## src/rtl/ssp_pkg.sv

```systemverilog
// Shared SSP definitions used by both the transmit and receive FIFOs.
package ssp_pkg;

    localparam int unsigned SSP_DATA_WIDTH = 8;
    localparam int unsigned SSP_FIFO_DEPTH = 4;
    localparam int unsigned SSP_PTR_WIDTH  = 2;

    typedef logic [SSP_DATA_WIDTH-1:0] ssp_word_t;

endpackage

```

## src/rtl/ssp_tx_fifo_if.sv

```systemverilog
// Push/pop handshake and head-word outputs of the SSP transmit FIFO.
interface ssp_tx_fifo_if
    import ssp_pkg::*;
#(
    parameter int unsigned DATA_WIDTH = SSP_DATA_WIDTH
);

    logic                  PSEL;
    logic                  PWRITE;
    logic [DATA_WIDTH-1:0] PWDATA;
    logic                  NextWord;
    logic [DATA_WIDTH-1:0] TxData;
    logic                  TxDataValid;
    logic                  SSPTXINTR;

    modport master (
        output PSEL,
        output PWRITE,
        output PWDATA,
        output NextWord,
        input  TxData,
        input  TxDataValid,
        input  SSPTXINTR
    );

    modport slave (
        input  PSEL,
        input  PWRITE,
        input  PWDATA,
        input  NextWord,
        output TxData,
        output TxDataValid,
        output SSPTXINTR
    );

endinterface

```

## src/rtl/ssp_fifo_core.sv

```systemverilog
// Circular-buffer FIFO core shared by the SSP transmit and receive FIFOs.
module ssp_fifo_core
    import ssp_pkg::*;
#(
    parameter int unsigned DATA_WIDTH = SSP_DATA_WIDTH,
    parameter int unsigned DEPTH      = SSP_FIFO_DEPTH,
    parameter int unsigned PTR_WIDTH  = SSP_PTR_WIDTH
) (
    input  logic                  i_clk,
    input  logic                  i_rst_n,
    input  logic                  i_push,
    input  logic                  i_pop,
    input  logic [DATA_WIDTH-1:0] i_wdata,
    output logic [DATA_WIDTH-1:0] o_rdata,
    output logic                  o_full,
    output logic                  o_empty
);

    localparam logic [PTR_WIDTH:0]   CountFull = (PTR_WIDTH + 1)'(DEPTH);
    localparam logic [PTR_WIDTH-1:0] PtrLast   = PTR_WIDTH'(DEPTH - 1);

    logic [DATA_WIDTH-1:0] r_mem [DEPTH];
    logic [PTR_WIDTH-1:0]  r_wr_ptr;
    logic [PTR_WIDTH-1:0]  r_rd_ptr;
    logic [PTR_WIDTH:0]    r_count;

    logic [PTR_WIDTH-1:0]  w_wr_ptr_d;
    logic [PTR_WIDTH-1:0]  w_rd_ptr_d;
    logic [PTR_WIDTH:0]    w_count_d;
    logic                  w_full;
    logic                  w_empty;
    logic                  w_push_acc;
    logic                  w_pop_acc;

    always_comb begin
        w_full     = (r_count == CountFull);
        w_empty    = (r_count == '0);
        w_pop_acc  = i_pop & ~w_empty;
        // A full FIFO still takes a push when the same edge frees a slot.
        w_push_acc = i_push & (~w_full | w_pop_acc);

        w_wr_ptr_d = r_wr_ptr;
        w_rd_ptr_d = r_rd_ptr;
        w_count_d  = r_count;

        if (w_push_acc) begin
            w_wr_ptr_d = (r_wr_ptr == PtrLast) ? '0 : r_wr_ptr + 1'b1;
        end
        if (w_pop_acc) begin
            w_rd_ptr_d = (r_rd_ptr == PtrLast) ? '0 : r_rd_ptr + 1'b1;
        end

        unique case ({w_push_acc, w_pop_acc})
            2'b10:   w_count_d = r_count + 1'b1;
            2'b01:   w_count_d = r_count - 1'b1;
            default: w_count_d = r_count;
        endcase
    end

    always_ff @(posedge i_clk) begin
        if (!i_rst_n) begin
            r_wr_ptr <= '0;
            r_rd_ptr <= '0;
            r_count  <= '0;
            for (int i = 0; i < int'(DEPTH); i++) begin
                r_mem[i] <= '0;
            end
        end else begin
            r_wr_ptr <= w_wr_ptr_d;
            r_rd_ptr <= w_rd_ptr_d;
            r_count  <= w_count_d;
            if (w_push_acc) begin
                r_mem[r_wr_ptr] <= i_wdata;
            end
        end
    end

    assign o_rdata = r_mem[r_rd_ptr];
    assign o_full  = w_full;
    assign o_empty = w_empty;

endmodule

```

## src/rtl/ssp_tx_fifo.sv

```systemverilog
// SSP transmit FIFO: APB write decode in front of the shared FIFO core.
module ssp_tx_fifo
    import ssp_pkg::*;
#(
    parameter int unsigned DATA_WIDTH = SSP_DATA_WIDTH,
    parameter int unsigned DEPTH      = SSP_FIFO_DEPTH,
    parameter int unsigned PTR_WIDTH  = SSP_PTR_WIDTH
) (
    input  logic          PCLK,
    input  logic          CLEAR_B,
    ssp_tx_fifo_if.slave  bus
);

    logic                  w_push_req;
    logic [DATA_WIDTH-1:0] w_head;
    logic                  w_full;
    logic                  w_empty;

    // PSEL without PWRITE is a read aimed at the receive FIFO.
    assign w_push_req = bus.PSEL & bus.PWRITE;

    ssp_fifo_core #(
        .DATA_WIDTH (DATA_WIDTH),
        .DEPTH      (DEPTH),
        .PTR_WIDTH  (PTR_WIDTH)
    ) u_core (
        .i_clk   (PCLK),
        .i_rst_n (CLEAR_B),
        .i_push  (w_push_req),
        .i_pop   (bus.NextWord),
        .i_wdata (bus.PWDATA),
        .o_rdata (w_head),
        .o_full  (w_full),
        .o_empty (w_empty)
    );

    assign bus.TxData      = w_empty ? '0 : w_head;
    assign bus.TxDataValid = ~w_empty;
    assign bus.SSPTXINTR   = w_full;

endmodule

```

## src/flat_wrapper.sv

```systemverilog
// flat-port wrapper written by rule: the top's interface ports become plain ports
module ssp_tx_fifo_flat import ssp_pkg::*;
#(
    parameter int unsigned DATA_WIDTH = SSP_DATA_WIDTH,
    parameter int unsigned DEPTH      = SSP_FIFO_DEPTH,
    parameter int unsigned PTR_WIDTH  = SSP_PTR_WIDTH
)
  (PCLK, CLEAR_B, bus_PSEL, bus_PWRITE, bus_PWDATA, bus_NextWord, bus_TxData, bus_TxDataValid, bus_SSPTXINTR);
  ssp_tx_fifo_if #(.DATA_WIDTH(DATA_WIDTH)) bus_i ();
  input  logic PCLK;
  input  logic CLEAR_B;
  input wire logic [$bits(bus_i.PSEL)-1:0] bus_PSEL;
  input wire logic [$bits(bus_i.PWRITE)-1:0] bus_PWRITE;
  input wire logic [$bits(bus_i.PWDATA)-1:0] bus_PWDATA;
  input wire logic [$bits(bus_i.NextWord)-1:0] bus_NextWord;
  output wire logic [$bits(bus_i.TxData)-1:0] bus_TxData;
  output wire logic [$bits(bus_i.TxDataValid)-1:0] bus_TxDataValid;
  output wire logic [$bits(bus_i.SSPTXINTR)-1:0] bus_SSPTXINTR;
  assign bus_i.PSEL = bus_PSEL;
  assign bus_i.PWRITE = bus_PWRITE;
  assign bus_i.PWDATA = bus_PWDATA;
  assign bus_i.NextWord = bus_NextWord;
  assign bus_TxData = bus_i.TxData;
  assign bus_TxDataValid = bus_i.TxDataValid;
  assign bus_SSPTXINTR = bus_i.SSPTXINTR;
  ssp_tx_fifo #(.DATA_WIDTH(DATA_WIDTH), .DEPTH(DEPTH), .PTR_WIDTH(PTR_WIDTH)) u_core (.PCLK(PCLK), .CLEAR_B(CLEAR_B), .bus(bus_i));
endmodule
```

## config.mk

```make
export PLATFORM = sky130hd
export DESIGN_NAME = ssp_tx_fifo_flat
export DESIGN_NICKNAME = d
export VERILOG_FILES = /design/src/rtl/ssp_pkg.sv /design/src/rtl/ssp_tx_fifo_if.sv /design/src/rtl/ssp_fifo_core.sv /design/src/rtl/ssp_tx_fifo.sv /design/src/flat_wrapper.sv
export SDC_FILE = /design/constraint.sdc
export NUM_CORES = 1
export LEC_CHECK = 0
export ABC_AREA = 1
export CAP_MARGIN = 20
export CORE_MARGIN = 5
export CORE_UTILIZATION = 50
export CTS_CLUSTER_SIZE = 20
export DETAILED_ROUTE_END_ITERATION = 10
export PLACE_DENSITY = 0.77
export SYNTH_ARGS = -nofsm -noshare
export SYNTH_HDL_FRONTEND = slang
export SYNTH_HIERARCHICAL = 1
export SYNTH_SLANG_ARGS = --single-unit
```

## constraint.sdc

```tcl
create_clock -name PCLK -period 4.2 [get_ports PCLK]
set_clock_uncertainty 0.2 [all_clocks]
set_input_delay 0.84 -clock PCLK [delete_from_list [all_inputs] [get_ports PCLK]]
set_output_delay 0.84 -clock PCLK [all_outputs]
set_load 0.1 [all_outputs]
```

==> run_results.csv, run 1 <==
group,metric,value,unit
drt,wl_per_cell,14.0,um
timing,timing_hold_violations_final,0,
global_routing,antenna_found_initial,0,
clocking,cts_tree,"built",
floorplanning,initial_utilization,50.8,%
timing,post-route-min-period,3.27,ns
layout,layout_commonest_cell,"nor2_1",
critical_path,crit_family,"buffers and inverters",
critical_path,cp_num_buf_inv,4,
yosys,yosys.area.top_type,"edfxtp_1",
yosys,ys_seq_area_share,56.9,%
critical_path,setup.worst_path.end_class,"output pin",
global_routing,grt_start_max_net_pins,20,
floorplanning,io_pins,23,
layout,mostFrequentLayoutCells,"nor2_1 (38), edfxtp_1 (32), inv_1 (30), o21ai_0 (25), nor3_1 (15)",
critical_path,crit_start,"u_core/u_core/r_count[2]$_SDFFE_PN0P_",
layout,final_layout_size_suffix_gt1_share,15.0,%
drt,drtIter0Drc,122,
layout,area_growth,17.2,%
clocking,cts_root_buffer,"clkbuf_8",
power,power.switching,727,uW
power,sw_frac_of_total,46.5,%
timing,max_freq,306,MHz
floorplanning,die_w,73.3,um
yosys,yosys.area_share.simple,21.6,%
timing,worst_pin_slew,0.974,ns
yosys,synth_cells,201,
floorplanning,die_h,73.3,um
critical_path,cpPeakStageDelay,1.12,ns
yosys,synth_fa_ha_area_share,2.87,%
layout,diodes,0,
power,p_int,838,uW
yosys,synth_top_area_share,47.9,%
min_path,worst_hold_path_type,"flip-flop to flip-flop",
timing,slew_headroom,34.9,%
yosys,synth_top_family_by_area,"simple AND/OR/NAND/NOR gates",
power,total_power,1.57,mW
yosys,ys_warn_count,6,
power,ir_drop,305,uV
timing,tns,0,ns
power,seq_power_share,33.7,%
floorplanning,rows,23,
placed_design,io_buffers,22,
critical_path,reg2reg_from,"u_core/u_core/r_wr_ptr[0]$_SDFFE_PN0P_",
yosys,synth_area,0.00200,mm2
run,maxCapViolCount,0,
critical_path,cp-start-kind,"flip-flop",
critical_path,critPathCapture,"bus_TxDataValid",
critical_path,critPathArrivalTime,2.23,ns
global_routing,grt_pass1_vias,1386,
critical_path,r2r_cells,4,
drt,drc_errors,0,
critical_path,crit_cells,5,
clocking,cts_setup_buffers,0,
critical_path,path_max_fanout,9,
critical_path,slowest_stage,"clkdlybuf4s50_1",
timing,rsz0062_at_grt,"no",
yosys,yosys.cell_types.count,25,
critical_path,cp_data_required_time,3.16,ns
critical_path,r2r_slack,1.77,ns
clocking,cts_num_sinks,41,
critical_path,cpMostUsedCell,"inv_1",
clocking,h-tree-depth,2,
yosys,synth_mux_area_share,0,%
clocking,clk_latency,0.29,ns
layout,final_nets,242,
layout,n_fill_cell,317,
floorplanning,core_area,0.00394,mm2
power,powerDensity,666,mW/mm2
critical_path,path_cells,"inv_1 > nand2_1 > inv_1 > inv_1 > clkdlybuf4s50_1",
clocking,cts_buffers,5,
drt,first_pass_iters,4,
critical_path,worst-setup-path-type,"flip-flop to output pin",
global_routing,grt_overflow,0,
global_routing,grt.total_usage,16.4,%
global_routing,grt_pass1_wl,6620,um
timing,finalSetupViolCount,0,
power,p_comb_share,45.7,%
yosys,synth.area.top_cells,"edfxtp_1 (48%), dfxtp_1 (9.0%), nor2_1 (7.1%)",
yosys,avgSynthCellArea,9.97,um2
power,p_leak,0.954,nW
outcome,status,"finished, final reports clean",
clocking,cts.repair.resized,0,
critical_path,worstReg2RegEnd,"u_core/u_core/r_mem[3][7]$_DFFE_PP_",
yosys,syn_nets,218,
placed_design,gp_congestion,0.801,
drt,viasPerCell,5.25,
floorplanning,die_area,0.00538,mm2
drt,routed_wl,3860,um
yosys,synth_compound_area_share,9.74,%
yosys,synth_seq_cells,41,
placed_design,dpl.hpwl,2740,um
clocking,path_clk_slew,0.08,ns
drt,vias,1449,
clocking,clk_path_buf_depth,2,
power,pwr-share-clk,20.6,%
yosys,synth-xor-area-share,0,%
clocking,hold_buffers,0,
timing,finalCritPeriodShare,77.9,%
timing,report.final.slew_viol_count,0,
drt,detail-route-antenna-nets,0,
[flip-flops by register name, summed over array words and instances, names as in the netlist, named ones only]
register                cells
u_core/u_core/r_wr_ptr      2
u_core/u_core/r_rd_ptr      2
u_core/u_core/r_count       3
u_core/u_core/r_mem        32
[power by group through the flow]
stage                     Clock [mW]  Combinational (mW)  Sequential [mW]
after floorplan                    0               0.606            0.515
after global placement             0               0.711            0.536
after detailed placement           0               0.718            0.537
after CTS                      0.333               0.720            0.528
after global routing           0.347               0.771            0.536
final                          0.322               0.716            0.528
[logic make-up (layout without fill, tap and decap cells)]
kind of cell	after synthesis	in the layout
buffers and inverters	40	65
AOI/OAI and AO/OA	37	37
DFF	41	41
and+or+nand+nor	79	79
adders and majority gates	4	4
[synth_stat cells (all sizes together)]
cell type	number
ha	3
nor3	25
dfxtp	9
buf	6
o22ai	8
inv	32
nand3	4
nand2	8
fa	1
edfxtp	32
clkbuf	2
nand4	3
a21oi	3
o21ai	26
nor2	39
[layout make-up]
cell class                      count  area, um2  area share [%]
Timing Repair Buffer               25        223            9.48
Tap cell                           50       62.6            2.66
Sequential cell                    41       1140            48.6
Clock buffer                        7       86.3            3.68
Inverter                           32        120            5.11
Clock inverter                      1       30.0            1.28
Multi-Input combinational cell    120        686            29.2
[metrics by stage]
step	worst slack, ns	std cells	hold slack, ns	area (um2)	utilization (%)
4_1_cts	0.897	276	0.320	2350	59.6
3_3_place_gp	1.17	268	0.309	2230	56.6
2_1_floorplan	0.697	201	0.281	2000	-
5_1_grt	0.783	276	0.350	2350	59.6
3_5_place_dp	1.13	268	0.309	2230	56.6
6_report	0.930	276	0.313	2350	59.6
[worst min-delay path by stage]
stage                                      startpoint                                     end  slack, ns  cells after the start
2_1_floorplan  u_core/u_core/r_rd_ptr[1]$_SDFFE_PN0P_                               flip-flop       0.28                      2
3_3_place_gp   u_core/u_core/r_rd_ptr[1]$_SDFFE_PN0P_  u_core/u_core/r_rd_ptr[1]$_SDFFE_PN0P_       0.31                      2
3_5_place_dp   u_core/u_core/r_rd_ptr[1]$_SDFFE_PN0P_  u_core/u_core/r_rd_ptr[1]$_SDFFE_PN0P_       0.31                      2
4_1_cts        u_core/u_core/r_rd_ptr[1]$_SDFFE_PN0P_  u_core/u_core/r_rd_ptr[1]$_SDFFE_PN0P_       0.32                      2
5_1_grt        u_core/u_core/r_rd_ptr[1]$_SDFFE_PN0P_                               flip-flop       0.35                      2
6_report       u_core/u_core/r_rd_ptr[1]$_SDFFE_PN0P_                               flip-flop       0.31                      2
[routing by layer]
metal	global-route usage, %	up-vias	wire length, um
li1	-	731	-
met1	22.1	659	1730
met2	24.3	51	1750
met3	4.38	8	297
met4	8.45	0	83
met5	0	-	0
[worst reg2reg max path, stage by stage (launching register included)]
cell	delay, ns
dfxtp_1	0.75
inv_2	0.26
nand4_2	0.29
inv_2	0.05
nor2_1	0.53
No activity file was read; power rests on OpenSTA's default activity.
==> run 2: changes to the inputs <==
==> constraint.sdc (replaced) <==
create_clock -name PCLK -period 3.27 [get_ports PCLK]
set_clock_uncertainty 0.2 [all_clocks]
set_input_delay 0.654 -clock PCLK [delete_from_list [all_inputs] [get_ports PCLK]]
set_output_delay 0.654 -clock PCLK [all_outputs]
set_load 0.1 [all_outputs]
==> run_results.csv, run 2 (synthesized netlist as in run 1, its figures left out) <==
group,metric,value,unit
outcome,status,"finished, final reports clean",
drt,wl_per_cell,14.7,um
power,ir_drop,471,uV
placed_design,gp_congestion,0.817,
power,p_leak,0.987,nW
floorplanning,rows,23,
floorplanning,initial_utilization,50.8,%
power,seq_power_share,32.6,%
timing,worst_pin_slew,0.477,ns
critical_path,cp-start-kind,"flip-flop",
layout,n_fill_cell,341,
floorplanning,io_pins,23,
layout,largest_register_ffs,32,
critical_path,worstReg2RegEnd,"u_core/u_core/r_count[2]$_SDFFE_PN0P_",
power,pwr-share-clk,20.7,%
drt,routed_wl,4140,um
clocking,clk_path_buf_depth,2,
global_routing,antenna_found_initial,0,
layout,reg_top3,"u_core/u_core/r_mem: 32 flops, u_core/u_core/r_count: 3 flops",
timing,rsz0062_at_grt,"no",
placed_design,dpl.hpwl,2990,um
global_routing,grt_pass1_vias,1436,
layout,multi_input_area,691,um2
drt,highest_layer,"met4",
clocking,hold_buffers,0,
layout,regMostFlops,"u_core/u_core/r_mem",
drt,drt-met1-wl,1750,um
floorplanning,die_w,73.3,um
placed_design,place_area,0.00228,mm2
clocking,h-tree-depth,2,
critical_path,cp_data_required_time,2.42,ns
critical_path,slowest_stage,"dfxtp_1",
critical_path,critPathCapture,"bus_TxData[1]",
timing,slew_headroom,68.1,%
drt,viasPerCell,5.12,
placed_design,io_buffers,22,
critical_path,r2r_cells,10,
run,maxCapViolCount,0,
critical_path,r2r_slack,1.14,ns
layout,final_layout_size_suffix_gt1_share,19.0,%
global_routing,grt.total_usage,17.5,%
global_routing,grt_overflow,0,
floorplanning,die_area,0.00538,mm2
timing,tns,0,ns
drt,drc_errors,0,
drt,detail-route-antenna-nets,0,
drt,first_pass_iters,4,
timing,finalSetupViolCount,0,
critical_path,setup.worst_path.end_class,"output pin",
layout,seq_area,0.00114,mm2
drt,vias,1445,
power,p_int,1.08,mW
drt,drtIter0Drc,82,
layout,final_nets,248,
critical_path,reg2reg_from,"u_core/u_core/r_count[1]$_SDFFE_PN0P_",
floorplanning,core_area,0.00394,mm2
power,p_comb_share,46.8,%
clocking,cts_buffers,5,
global_routing,grt_pass1_wl,7040,um
timing,timing_hold_violations_final,0,
critical_path,path_max_fanout,16,
drt,routed-wl-met3,244,um
clocking,cts_setup_buffers,0,
layout,layout_commonest_cell,"nor2_1",
min_path,worst_hold_path_type,"flip-flop to flip-flop",
critical_path,path_cells,"inv_1 > nor2_1 > o22ai_1 > inv_1 > nor2_1 > buf_4",
clocking,cts.repair.resized,0,
clocking,clk_latency,0.29,ns
critical_path,critPathArrivalTime,1.71,ns
critical_path,worst-setup-path-type,"flip-flop to output pin",
clocking,cts_tree,"built",
power,sw_frac_of_total,46.9,%
timing,hold_slack,0.323,ns
clocking,path_clk_slew,0.08,ns
floorplanning,die_h,73.3,um
timing,max_freq,390,MHz
layout,mostFrequentLayoutCells,"nor2_1 (38), edfxtp_1 (32), inv_1 (30), o21ai_0 (25), buf_4 (19)",
clocking,cts_root_buffer,"clkbuf_8",
layout,diodes,0,
drt,route.met2.wl,2090,um
layout,stdcell_area,0.00240,mm2
critical_path,cpPeakStageDelay,0.37,ns
global_routing,grt_start_max_net_pins,18,
timing,report.final.slew_viol_count,0,
timing,finalCritPeriodShare,78.4,%
layout,area_growth,19.6,%
timing,post-route-min-period,2.56,ns
clocking,cts_num_sinks,41,
power,power.switching,955,uW
power,powerDensity,850,mW/mm2
## run 2: changes by cell type in the layout (fill, tap and decap cells not counted), sizes merged
cell,before,now
buf,11,19
clkdlybuf4s50,14,12
clkbuf,7,6
clkinvlp,0,1
## run 2: worst max-delay path: cells and delay by family, from the launching register on
kind | cells | cell delay [ns]
AO/OA/AOI/OAI | 1 | 0.20
AND/OR/NAND/NOR | 2 | 0.17
flip-flops | 1 | 0.37
buffers and inverters | 3 | 0.67
## run 2: final cells by class
type                    count  share of cell area, %
flip-flops and latches     41                   47.6
well taps                  50                   2.61
repair buffers             31                   11.0
clock buffers               6                   3.44
multi-input cells         120                   28.8
clock inverters             2                   1.57
inverters                  32                   5.01
## run 2: how the worst min path moves through the flow
stage                                                       from                                     end  slack, ns  cells past startpoint
after global placement    u_core/u_core/r_rd_ptr[1]$_SDFFE_PN0P_  u_core/u_core/r_rd_ptr[1]$_SDFFE_PN0P_       0.30                      2
after detailed placement  u_core/u_core/r_rd_ptr[1]$_SDFFE_PN0P_  u_core/u_core/r_rd_ptr[1]$_SDFFE_PN0P_       0.32                      2
after global routing      u_core/u_core/r_rd_ptr[1]$_SDFFE_PN0P_                               flip-flop       0.38                      2
final                     u_core/u_core/r_rd_ptr[1]$_SDFFE_PN0P_                               flip-flop       0.32                      2
after floorplan           u_core/u_core/r_rd_ptr[1]$_SDFFE_PN0P_                               flip-flop       0.28                      2
after CTS                 u_core/u_core/r_rd_ptr[1]$_SDFFE_PN0P_                               flip-flop       0.33                      2
## run 2: metrics by stage
step | utilization, % | cells | setup slack, ns | power (mW)
after floorplan | - | 201 | 0.283 | 1.44
after global routing | 60.8 | 282 | 0.505 | 2.15
after CTS | 60.8 | 282 | 0.674 | 2.06
after detailed placement | 57.8 | 274 | 0.461 | 1.64
final | 60.8 | 282 | 0.707 | 2.04
after global placement | 57.8 | 274 | 0.571 | 1.61
## run 2: metal layers
layer  vias to the layer above  track usage (%)
met5                         -                0
met4                         0             6.64
met3                         4             3.83
met2                        39             29.0
met1                       662             22.5
li1                        740                -
## run 2: power groups by stage
stage	combinational, mW	clock, mW	sequential (mW)
after floorplan	0.780	0	0.663
after global placement	0.936	0	0.676
after detailed placement	0.959	0	0.676
after CTS	0.962	0.434	0.665
after global routing	1.03	0.450	0.672
final	0.953	0.422	0.664
